===== src/rtl/stopwatch_pkg.sv =====
// Shared state encoding and default timing constants for the stopwatch controller.
package stopwatch_pkg;

  localparam int unsigned STATE_W     = 2;
  localparam int unsigned CLK_DIV_DEF = 500000;
  localparam int unsigned DIV_W_DEF   = 19;

  localparam logic [STATE_W-1:0] ST_IDLE = 2'b00;
  localparam logic [STATE_W-1:0] ST_RUN  = 2'b01;
  localparam logic [STATE_W-1:0] ST_STOP = 2'b10;
  localparam logic [STATE_W-1:0] ST_LAP  = 2'b11;

  typedef enum logic [STATE_W-1:0] {
    S_IDLE = ST_IDLE,
    S_RUN  = ST_RUN,
    S_STOP = ST_STOP,
    S_LAP  = ST_LAP
  } sw_state_e;

endpackage


===== src/rtl/stopwatch_ctrl_tick_prescaler.sv =====
// Count-enable prescaler: one tick every CLK_DIV enabled cycles, phase held while disabled.
module tick_prescaler #(
  parameter int unsigned CLK_DIV = 500000,
  parameter int unsigned DIV_W   = 19
) (
  input  logic CLK,
  input  logic rst,
  input  logic en,
  input  logic clr,
  output logic tick
);

  localparam logic [DIV_W-1:0] LAST = DIV_W'(CLK_DIV - 1);

  logic [DIV_W-1:0] cnt;

  // Tick is taken from the current count so it fires on the wrap cycle itself.
  assign tick = en & (cnt == LAST);

  // Prescaler counter: wraps at LAST, holds when disabled, zeroed by clr.
  always_ff @(posedge CLK) begin
    if (rst) begin
      cnt <= '0;
    end else if (clr) begin
      cnt <= '0;
    end else if (en) begin
      if (cnt == LAST) cnt <= '0;
      else             cnt <= cnt + DIV_W'(1);
    end
  end

endmodule


===== src/rtl/stopwatch_ctrl.sv =====
// Stopwatch run/stop/lap/clear sequencer with press detection and strobe generation.
module stopwatch_ctrl
  import stopwatch_pkg::*;
#(
  parameter int unsigned CLK_DIV = CLK_DIV_DEF,
  parameter int unsigned DIV_W   = DIV_W_DEF
) (
  input  logic               CLK,
  input  logic               rst,
  input  logic               btn_ss,
  input  logic               btn_lap,
  input  logic               btn_clr,
  output logic               cnt_en,
  output logic               cnt_clr,
  output logic               lap_load,
  output logic               disp_hold,
  output logic               running,
  output logic [STATE_W-1:0] state
);

  sw_state_e st, st_nxt;
  logic      ss_q, lap_q, clr_q;
  logic      press_ss, press_lap, press_clr;
  logic      cnt_clr_nxt, lap_load_nxt, presc_clr;

  assign press_ss  = btn_ss  & ~ss_q;
  assign press_lap = btn_lap & ~lap_q;
  assign press_clr = btn_clr & ~clr_q;

  assign state     = st;
  assign disp_hold = (st == S_LAP);
  assign running   = (st == S_RUN) | (st == S_LAP);

  // Button history; reset high so a button held through reset needs a fresh press.
  always_ff @(posedge CLK) begin
    if (rst) begin
      ss_q  <= 1'b1;
      lap_q <= 1'b1;
      clr_q <= 1'b1;
    end else begin
      ss_q  <= btn_ss;
      lap_q <= btn_lap;
      clr_q <= btn_clr;
    end
  end

  // State and strobe registers.
  always_ff @(posedge CLK) begin
    if (rst) begin
      st       <= S_IDLE;
      cnt_clr  <= 1'b0;
      lap_load <= 1'b0;
    end else begin
      st       <= st_nxt;
      cnt_clr  <= cnt_clr_nxt;
      lap_load <= lap_load_nxt;
    end
  end

  // Next-state and strobe decode; priority clr > ss > lap, one transition per cycle.
  always_comb begin
    st_nxt       = st;
    cnt_clr_nxt  = 1'b0;
    lap_load_nxt = 1'b0;
    presc_clr    = 1'b0;
    unique case (st)
      S_IDLE: begin
        if (press_clr) begin
          cnt_clr_nxt = 1'b1;
          presc_clr   = 1'b1;
        end else if (press_ss) begin
          st_nxt = S_RUN;
        end
      end
      S_RUN: begin
        if (press_ss) begin
          st_nxt = S_STOP;
        end else if (press_lap) begin
          st_nxt       = S_LAP;
          lap_load_nxt = 1'b1;
        end
      end
      S_LAP: begin
        if (press_ss)       st_nxt = S_STOP;
        else if (press_lap) st_nxt = S_RUN;
      end
      S_STOP: begin
        if (press_clr) begin
          st_nxt      = S_IDLE;
          cnt_clr_nxt = 1'b1;
          presc_clr   = 1'b1;
        end else if (press_ss) begin
          st_nxt = S_RUN;
        end
      end
      default: st_nxt = S_IDLE;
    endcase
  end

  tick_prescaler #(
    .CLK_DIV (CLK_DIV),
    .DIV_W   (DIV_W)
  ) u_presc (
    .CLK  (CLK),
    .rst  (rst),
    .en   (running),
    .clr  (presc_clr),
    .tick (cnt_en)
  );

endmodule

===== config.mk =====
export PLATFORM = sky130hd
export DESIGN_NAME = stopwatch_ctrl
export DESIGN_NICKNAME = d
export VERILOG_FILES = /design/src/rtl/stopwatch_pkg.sv /design/src/rtl/stopwatch_ctrl_tick_prescaler.sv /design/src/rtl/stopwatch_ctrl.sv
export SDC_FILE = /design/constraint.sdc
export NUM_CORES = 1
export LEC_CHECK = 0
export BUFFER_PORTS_ARGS = -buffer_cell sky130_fd_sc_hd__buf_4
export CORE_ASPECT_RATIO = 0.7
export CORE_UTILIZATION = 55
export CTS_BUF_LIST = sky130_fd_sc_hd__clkbuf_2
export DETAILED_ROUTE_END_ITERATION = 10
export HOLD_SLACK_MARGIN = 0.1
export PLACE_DENSITY = 0.73
export SYNTH_ARGS = -nofsm -noshare
export SYNTH_HDL_FRONTEND = slang
export SYNTH_SLANG_ARGS = --single-unit

===== constraint.sdc =====
create_clock -name CLK -period 4 [get_ports CLK]
set_input_delay 0.2 -clock CLK [delete_from_list [all_inputs] [get_ports CLK]]
set_output_delay 0.2 -clock CLK [all_outputs]
set_load 0.02 [all_outputs]

==> results.toml, run 1 <==
[status]
status = "finished with violations"
failing_checks = "design-rule violations"

[setup_path]
crit-reg2reg-capture = "u_presc.cnt[4]"
worst-setup-path-type = "register to output port"
critical_path_required_ns = 3.80
reg2regPathDepth = 4
cp_max_fo = 15
worst_ep_arrival_time_ns = 2.01
critPathLaunch = "state[0]"
regToRegStartpoint = "state[0]"
worstSetupEndpointType = "output port"
rrSetupSlack_ns = 1.84
worst_setup_path_start_kind = "register"

[floorplanning]
initial_utilization = 0.612
num_rows = 13
floorplan.die.width_microns = 57.7
fp.coreArea_sq_um = 1950
fp.dieArea_sq_um = 2360
die_y_microns = 41.0
pin_count = 12

[grt]
grt_max_degree = 19
global_route.usage.total = 0.207
gr-total-overflow = 0
global_route_wire_length_before_repair_mm = 3.49
initial_antenna_violation_count = 0
grt_pass1_vias = 768

[placement]
port_buffers = 11
routabilityCongestion = 0.699
detailed_place_hpwl_mm = 1.56
dp_worst_setup_slack_ns = 1.87
placedCellCount = 160
postPlaceCellArea_sq_um = 1270

[final_layout]
insertedDiodeCount = 0
final_common_cell = "dfxtp_1"
postLayoutCoreUtil = 0.698
n_fill_cell = 171
register_area_sq_um = 520
finalNonFillerCells = 169
area.growth.synth_to_final_pct = 14.2
multi_input_comb_area_sq_um = 629
nets = 154
final_area_sq_um = 1360
final_layout_size_suffix_gt1_frac = 0.170
commonest_cells_after_routing_fill_and_taps_aside = "dfxtp_1, nor2_1, buf_4, xnor2_1, a21oi_1"

[sta]
timing_worst_slew_pin_value_ns = 0.755
min_period_over_period = 0.552
final-hold-violation-count = 0
report.final.setup_viol = 0
final_critical_path_required_period_ns = 2.21
grt_setup_unrepaired = "no"
finClkSkew_ns = 0.0175
finalWorstSetupSlack_ns = 1.79
setup_tns_ns = 0
finalMaxSlewViolations = 0
max-slew-margin-rel = 0.497
maxClockFrequency_mhz = 453

[detailed_routing]
route.antenna.remaining_nets = 0
route.detailed.wl_per_inst_microns = 13.1
num_vias = 964
detailedRoute.firstPassIterationCount = 8
drt_wl_total_mm = 2.21
drc = 1
detail_route.vias_per_cell = 5.70
drt_iter0_markers = 28

[synthesis]
synth.avg_cell_area_sq_um = 8.97
synth_fp_nets = 139
synth_adder_area_share = 0.0105
simple_gate_fraction_of_synth_area = 0.324
synth.largest_area_cell = "dfxtp_1"
yosys_register_bits = 26
compound_cell_area_share_of_the_yosys_netlist = 0.0964
synth_top_family_by_area = "simple AND/OR/NAND/NOR gates"
synth_top_area_share = 0.436
post_synth_xor_area_fraction = 0.0881
number_of_distinct_library_cells_after_synthesis = 36
post_synth_mux_area_share = 0.00839
syn-cell-area_sq_um = 1190
seq_area_frac_synth = 0.436
yosys_warnings = 0
ys_top_cells_by_area = "dfxtp_1, xnor2_1, nor2_1"
synthesis.instances = 133

[worst_hold_path]
holdCritStartpoint = "u_presc.cnt[18]"
hold-path-endpoint = "u_presc.cnt[18]"
min_path_cells = 2
hold_path.class = "register to register"

[power]
power_frac_seq = 0.585
power_frac_comb = 0.057
p_leak_nw = 0.466
clock_power_share = 0.358
switchingPower_mw = 0.0931
proportion_of_total_power_due_to_net_switching = 0.204
irDropWorstVdd_mv = 0.221
power_per_cell_area_nw_per_um2 = 334
int_power_mw = 0.362

[clocking]
clkLatencyLatePin_ns = 0.35
cts_max_level = 1
clock_tree.root_cell = "clkbuf_2"
cts_repair_resize_count = 0
clock_path_buffers = 2
clk_transition_reported_paths_ns = 0.25
cts.sinks = 26
cts_made_buffers = 3
tritoncts = "done"

[flow_run]
cap_viol_max_count = 0
-- cells by family (layout without fill, tap and decap cells) --
kind of cell / after synthesis / in the layout
simple gates: 67 / 67
flops: 26 / 26
compound gates: 18 / 18
xor+xnor: 12 / 12
buf+inv: 8 / 22
fa+ha+maj: 1 / 1
mux: 1 / 1
-- cell usage after synthesis --
cell,n
a21oi_1,8
a21oi_2,1
and2_1,4
and3_2,1
and4_1,2
and4_2,1
buf_1,1
buf_2,2
buf_4,1
buf_6,1
clkbuf_1,1
dfxtp_1,26
ha_1,1
inv_1,1
inv_2,1
mux2i_1,1
nand2_1,7
nand2b_1,3
nand3_1,4
nand4_1,6
nand4_2,2
nor2_1,15
nor2b_1,2
nor3_1,5
nor4_1,2
nor4b_1,2
o21ai_0,5
o21ai_1,1
o31ai_1,2
o31ai_4,1
or2_2,3
or3_1,5
or4_1,2
or4b_1,1
xnor2_1,9
xor2_1,3
-- worst max-delay path, stage by stage (launching register included) --
cell     delay, ns
dfxtp_1       0.68
and4_1        0.30
nand4_1       0.22
nor3_1        0.27
buf_4         0.18
-- per-stage QoR --
stage,total power [mW],hold slack (ns)
2_1_floorplan,0.284,0.269
3_3_place_gp,0.292,0.397
3_5_place_dp,0.293,0.400
4_1_cts,0.460,0.503
5_1_grt,0.475,0.524
6_report,0.455,0.510
-- sequential cells by signal, indices dropped and copies added (netlist names) --
signal and count:
lap_load 1, u_presc.cnt 19, ss_q 1, cnt_clr 1
lap_q 1, clr_q 1, state 2
-- cell type report --
cell class / instances / area share
clock buffers: 3 / 0.0110
clock inverters: 1 / 0.0220
inverters: 2 / 0.00551
multi-input cells: 99 / 0.462
flip-flops and latches: 26 / 0.382
well taps: 22 / 0.0202
repair buffers: 16 / 0.0973
-- layer usage --
layer	wire [microns]	GRT usage	vias up
met5	0	0	-
met4	8	0.0357	0
met3	107	0.0757	2
met2	917	0.302	18
met1	1180	0.296	445
li1	-	-	499
-- power groups by stage --
stage	Combinational [mW]	Clock, mW	Sequential [mW]
floorplan	0.0138	0	0.271
global placement	0.0216	0	0.271
detailed placement	0.0222	0	0.271
CTS	0.0261	0.167	0.266
global route	0.0287	0.179	0.267
finish	0.0261	0.163	0.266
-- timing repair --
| action | CTS | global route |
|---|---|---|
| hold buffers | 5 | 0 |
| hold endpoints to repair | 7 | 0 |
| setup buffers | 0 | 0 |
-- worst max path at each step --
stage	endpoint	slack (ns)	cells after the start
floorplan	u_presc.cnt[0]	2.23	6
global placement	u_presc.cnt[9]	1.95	4
detailed placement	u_presc.cnt[8]	1.87	4
CTS	cnt_en	1.78	4
global route	cnt_en	1.58	4
finish	cnt_en	1.79	4
Note: power is estimated with default switching activity, not from simulation.
==> inputs of run 2 (changes only) <==
CORE_UTILIZATION = 54   (was 55)
PLACE_DENSITY = 0.75   (was 0.73)
clock period = 1.8 ns   (was 4 ns; I/O delays follow)
==> results.toml, run 2 (synthesis results as in run 1) <==
[floorplanning]
fp.coreArea_sq_um = 1970
floorplan.die.width_microns = 58.2
pin_count = 12
fp.dieArea_sq_um = 2410
num_rows = 13
die_y_microns = 41.3
initial_utilization = 0.606

[setup_path]
critical_path_required_ns = 1.71
worst-setup-path-type = "register to output port"
cp_max_fo = 7
reg2regPathDepth = 4
regToRegStartpoint = "u_presc.cnt[6]"
rrSetupSlack_ns = 0.07
worst_ep_arrival_time_ns = 1.70
worstSetupEndpointType = "output port"
worst_setup_path_start_kind = "register"
crit-reg2reg-capture = "u_presc.cnt[16]"

[power]
fin_total_pwr_mw = 0.886
irDropWorstVdd_mv = 0.477
p_leak_nw = 0.535
proportion_of_total_power_due_to_net_switching = 0.243
clock_power_share = 0.253
power_frac_comb = 0.083
int_power_mw = 0.671
switchingPower_mw = 0.215
power_frac_seq = 0.665
power_per_cell_area_nw_per_um2 = 588

[sta]
finClkSkew_ns = 0.0197
grt_setup_unrepaired = "yes"
maxClockFrequency_mhz = 559
final_hold_slack_ns = 0.464
setup_tns_ns = 0
final_critical_path_required_period_ns = 1.79
max-slew-margin-rel = 0.731
final-hold-violation-count = 0
report.final.setup_viol = 0
timing_worst_slew_pin_value_ns = 0.403
finalMaxSlewViolations = 0
min_period_over_period = 0.994

[final_layout]
finalNonFillerCells = 192
final_layout_size_suffix_gt1_frac = 0.321
final_common_cell = "buf_4"
nets = 169
insertedDiodeCount = 0
final_area_sq_um = 1510
area.growth.synth_to_final_pct = 26.2
commonest_cells_after_routing_fill_and_taps_aside = "buf_4, dfxtp_1, nor2_1, xnor2_1, dfxtp_2"
largest-register = "u_presc.cnt"
largest_register_ff_count = 19

[grt]
initial_antenna_violation_count = 0
global_route_wire_length_before_repair_mm = 4.42
grt_pass1_vias = 911
global_route.usage.total = 0.258
gr-total-overflow = 0
grt_max_degree = 15

[clocking]
clk_transition_reported_paths_ns = 0.25
cts_max_level = 1
cts.sinks = 26
tritoncts = "done"
clock_tree.root_cell = "clkbuf_2"
clock_path_buffers = 2
cts_made_buffers = 3
clkLatencyLatePin_ns = 0.37

[worst_hold_path]
hold-path-endpoint = "state[1]"
hold_path.class = "input port to register"
min_path_cells = 3
holdCritStartpoint = "rst"

[placement]
postPlaceCellArea_sq_um = 1320
placedCellCount = 174
port_buffers = 11
detailed_place_hpwl_mm = 1.90
routabilityCongestion = 0.765

[flow_run]
cap_viol_max_count = 0

[detailed_routing]
route.detailed.wl_per_inst_microns = 15.1
drt_wl_total_mm = 2.89
route.antenna.remaining_nets = 0
detailedRoute.firstPassIterationCount = 5
num_vias = 1081
detail_route.vias_per_cell = 5.63
drt_iter0_markers = 78
drc = 0

[status]
status = "finished clean"
-- run 2: cell type report --
| cell class | instances | area [sq um] |
|---|---|---|
| fill | 147 | 462 |
| timing repair buffer | 31 | 251 |
| sequential | 26 | 532 |
| inverter | 2 | 7.51 |
| tap | 30 | 37.5 |
| multi-input combinational | 99 | 659 |
| clock buffer | 3 | 15.0 |
| clock inverter | 1 | 3.75 |
-- run 2: stage by stage --
stage	util	setup WS, ns
floorplan	-	0.0315
global placement	0.672	0.116
detailed placement	0.672	-0.0114
CTS	0.750	0.00729
global route	0.765	-0.0511
finish	0.765	0.0104
-- run 2: repair_timing --
item	CTS	global route
hold buffers	6	0
endpoints found under the hold margin	11	0
pin swaps	4	2
setup buffers	6	2
gates resized for setup	9	7
setup endpoints to repair	12	16
-- run 2: how the worst max path moves through the flow --
stage / cells past startpoint / end / slack, ns / start
finish: 3 / cnt_en / 0.01 / u_presc.cnt[6]
global route: 6 / cnt_en / -0.05 / u_presc.cnt[0]
CTS: 6 / u_presc.cnt[0] / 0.007 / u_presc.cnt[10]
detailed placement: 6 / u_presc.cnt[0] / -0.01 / u_presc.cnt[0]
global placement: 6 / u_presc.cnt[7] / 0.12 / u_presc.cnt[0]
floorplan: 6 / u_presc.cnt[0] / 0.03 / u_presc.cnt[0]
-- run 2: per-layer routing --
metal	vias to the layer above	wire length, microns	GRT usage
met5	-	0	0
met4	0	42	0.0774
met3	9	134	0.0556
met2	34	1320	0.440
met1	507	1400	0.339
li1	531	-	-
-- run 2: power groups by stage --
stage | Clock (mW) | Sequential [mW] | Combinational [mW]
after floorplan | 0 | 0.601 | 0.0307
after global placement | 0 | 0.599 | 0.0564
after detailed placement | 0 | 0.600 | 0.0584
after CTS | 0.223 | 0.589 | 0.0715
after global routing | 0.249 | 0.591 | 0.0799
final | 0.224 | 0.589 | 0.0733
-- run 2: critical path: stages, from the launching register on --
cell     delay, ns
dfxtp_2       0.42
or4b_4        0.58
nor3_2        0.20
buf_4         0.16
==> inputs of run 3 (changes only) <==
CELL_PAD_IN_SITES_DETAIL_PLACEMENT = 1   (was default)
CELL_PAD_IN_SITES_GLOBAL_PLACEMENT = 1   (was default)
CORE_UTILIZATION = 41   (was 54)
PLACE_DENSITY = 0.74   (was 0.75)
==> results.toml, run 3 (synthesis results as in run 1) <==
[detailed_routing]
detailedRoute.firstPassIterationCount = 4
drt_iter0_markers = 49
route.detailed.wl_per_inst_microns = 15.8
drt_wl_total_mm = 3.15
num_vias = 1073
detail_route.vias_per_cell = 5.39
drc = 0
route.antenna.remaining_nets = 0

[setup_path]
worst_setup_path_start_kind = "register"
crit-reg2reg-capture = "u_presc.cnt[0]"
rrSetupSlack_ns = 0.08
crit_end = "cnt_en"
worst_ep_arrival_time_ns = 1.64
cp_max_fo = 3
regToRegStartpoint = "u_presc.cnt[0]"
critical_path_required_ns = 1.71
critPathLaunch = "u_presc.cnt[0]"
reg2regPathDepth = 7
worst-setup-path-type = "register to output port"
worstSetupEndpointType = "output port"

[power]
power_frac_seq = 0.563
proportion_of_total_power_due_to_net_switching = 0.218
switchingPower_mw = 0.226
fin_total_pwr_mw = 1.04
int_power_mw = 0.810
p_leak_nw = 0.576
power_frac_comb = 0.074
clock_power_share = 0.363
power_per_cell_area_nw_per_um2 = 655
irDropWorstVdd_mv = 0.372

[sta]
grt_setup_unrepaired = "yes"
min_period_over_period = 0.963
report.final.setup_viol = 0
finalMaxSlewViolations = 0
final_critical_path_required_period_ns = 1.73
finClkSkew_ns = 0.0225
maxClockFrequency_mhz = 577
timing_worst_slew_pin_value_ns = 0.353
setup_tns_ns = 0
max-slew-margin-rel = 0.764
final-hold-violation-count = 0

[worst_hold_path]
hold_path.class = "input port to register"

[placement]
postPlaceCellArea_sq_um = 1350
port_buffers = 11
detailed_place_hpwl_mm = 2.05
routabilityCongestion = 0.720

[final_layout]
largest-register = "u_presc.cnt"
insertedDiodeCount = 0
area.growth.synth_to_final_pct = 32.5
final_area_sq_um = 1580
nets = 172
largest_register_ff_count = 19
final_layout_size_suffix_gt1_frac = 0.352
commonest_cells_after_routing_fill_and_taps_aside = "buf_4, dfxtp_1, nor2_1, xnor2_1, a21oi_1"
final_common_cell = "buf_4"
n_fill_cell = 301

[floorplanning]
die_y_microns = 47.1
num_rows = 15
floorplan.die.width_microns = 66.5
fp.dieArea_sq_um = 3130
initial_utilization = 0.458
pin_count = 12
fp.coreArea_sq_um = 2610

[clocking]
clkLatencyLatePin_ns = 0.38
cts.sinks = 26
clk_transition_reported_paths_ns = 0.26
cts_max_level = 1
clock_tree.root_cell = "clkbuf_2"
cts_made_buffers = 3
tritoncts = "done"
clock_path_buffers = 2

[flow_run]
cap_viol_max_count = 0

[grt]
global_route_wire_length_before_repair_mm = 4.89
gr-total-overflow = 0
global_route.usage.total = 0.224
grt_pass1_vias = 991
grt_max_degree = 19
initial_antenna_violation_count = 0

[status]
status = "finished clean"
==> run 3: cell count changes in the layout (fill, tap and decap cells not counted), sizes merged <==
cell / change
buf: +4
bufinv: +1
clkinv: -1
dlygate4sd3: -1
==> run 3: final cells by class <==
cell class	instances	area, sq um	area share
repair buffers	34	280	0.177
multi-input cells	99	664	0.420
well taps	34	42.5	0.0269
clock inverters	1	30.0	0.0190
flip-flops and latches	26	542	0.343
clock buffers	3	15.0	0.00949
inverters	2	7.51	0.00475
==> run 3: power groups by stage <==
stage               Combinational, mW  Clock (mW)  Sequential (mW)
global placement               0.0613           0            0.599
detailed placement             0.0629           0            0.600
finish                         0.0766       0.376            0.583
global route                   0.0828       0.410            0.585
floorplan                      0.0307           0            0.601
CTS                            0.0740       0.390            0.585
==> run 3: what timing repair did <==
action / 4_1_cts / 5_1_grt
pin swaps: 4 / 2
buffers inserted: 8 / 3
hold buffers: 5 / 0
hold endpoints to repair: 8 / 0
resized for setup: 10 / 10
setup endpoints to repair: 1 / 19
==> run 3: worst max-delay path, stage by stage (launching register included) <==
cell	delay [ns]
dfxtp_2	0.41
ha_4	0.14
and4_4	0.23
nand4_1	0.15
nor3_2	0.20
buf_4	0.16
==> run 3: how the worst min path moves through the flow <==
stage	from	end	cells past startpoint
3_3_place_gp	btn_ss	ss_q	2
3_5_place_dp	btn_ss	ss_q	2
4_1_cts	rst	state[1]	3
6_report	rst	state[1]	3
5_1_grt	rst	state[1]	3
2_1_floorplan	rst	state[0]	1
==> run 3: per-stage QoR <==
stage	hold WS [ns]	utilization	worst slack [ns]	cells
floorplan	0.159	-	0.0315	133
global placement	0.286	0.517	0.0987	179
detailed placement	0.292	0.517	0.0227	179
CTS	0.417	0.585	0.0182	196
global route	0.413	0.606	-0.0612	199
finish	0.448	0.606	0.0668	199
==> run 3: routing by layer <==
layer  wire length, microns  track usage  vias to the layer above
met1                   1600        0.308                      512
met5                      0            0                        -
met3                    135       0.0607                        4
li1                       -            -                      534
met2                   1370        0.339                       23
met4                     44       0.0894                        0
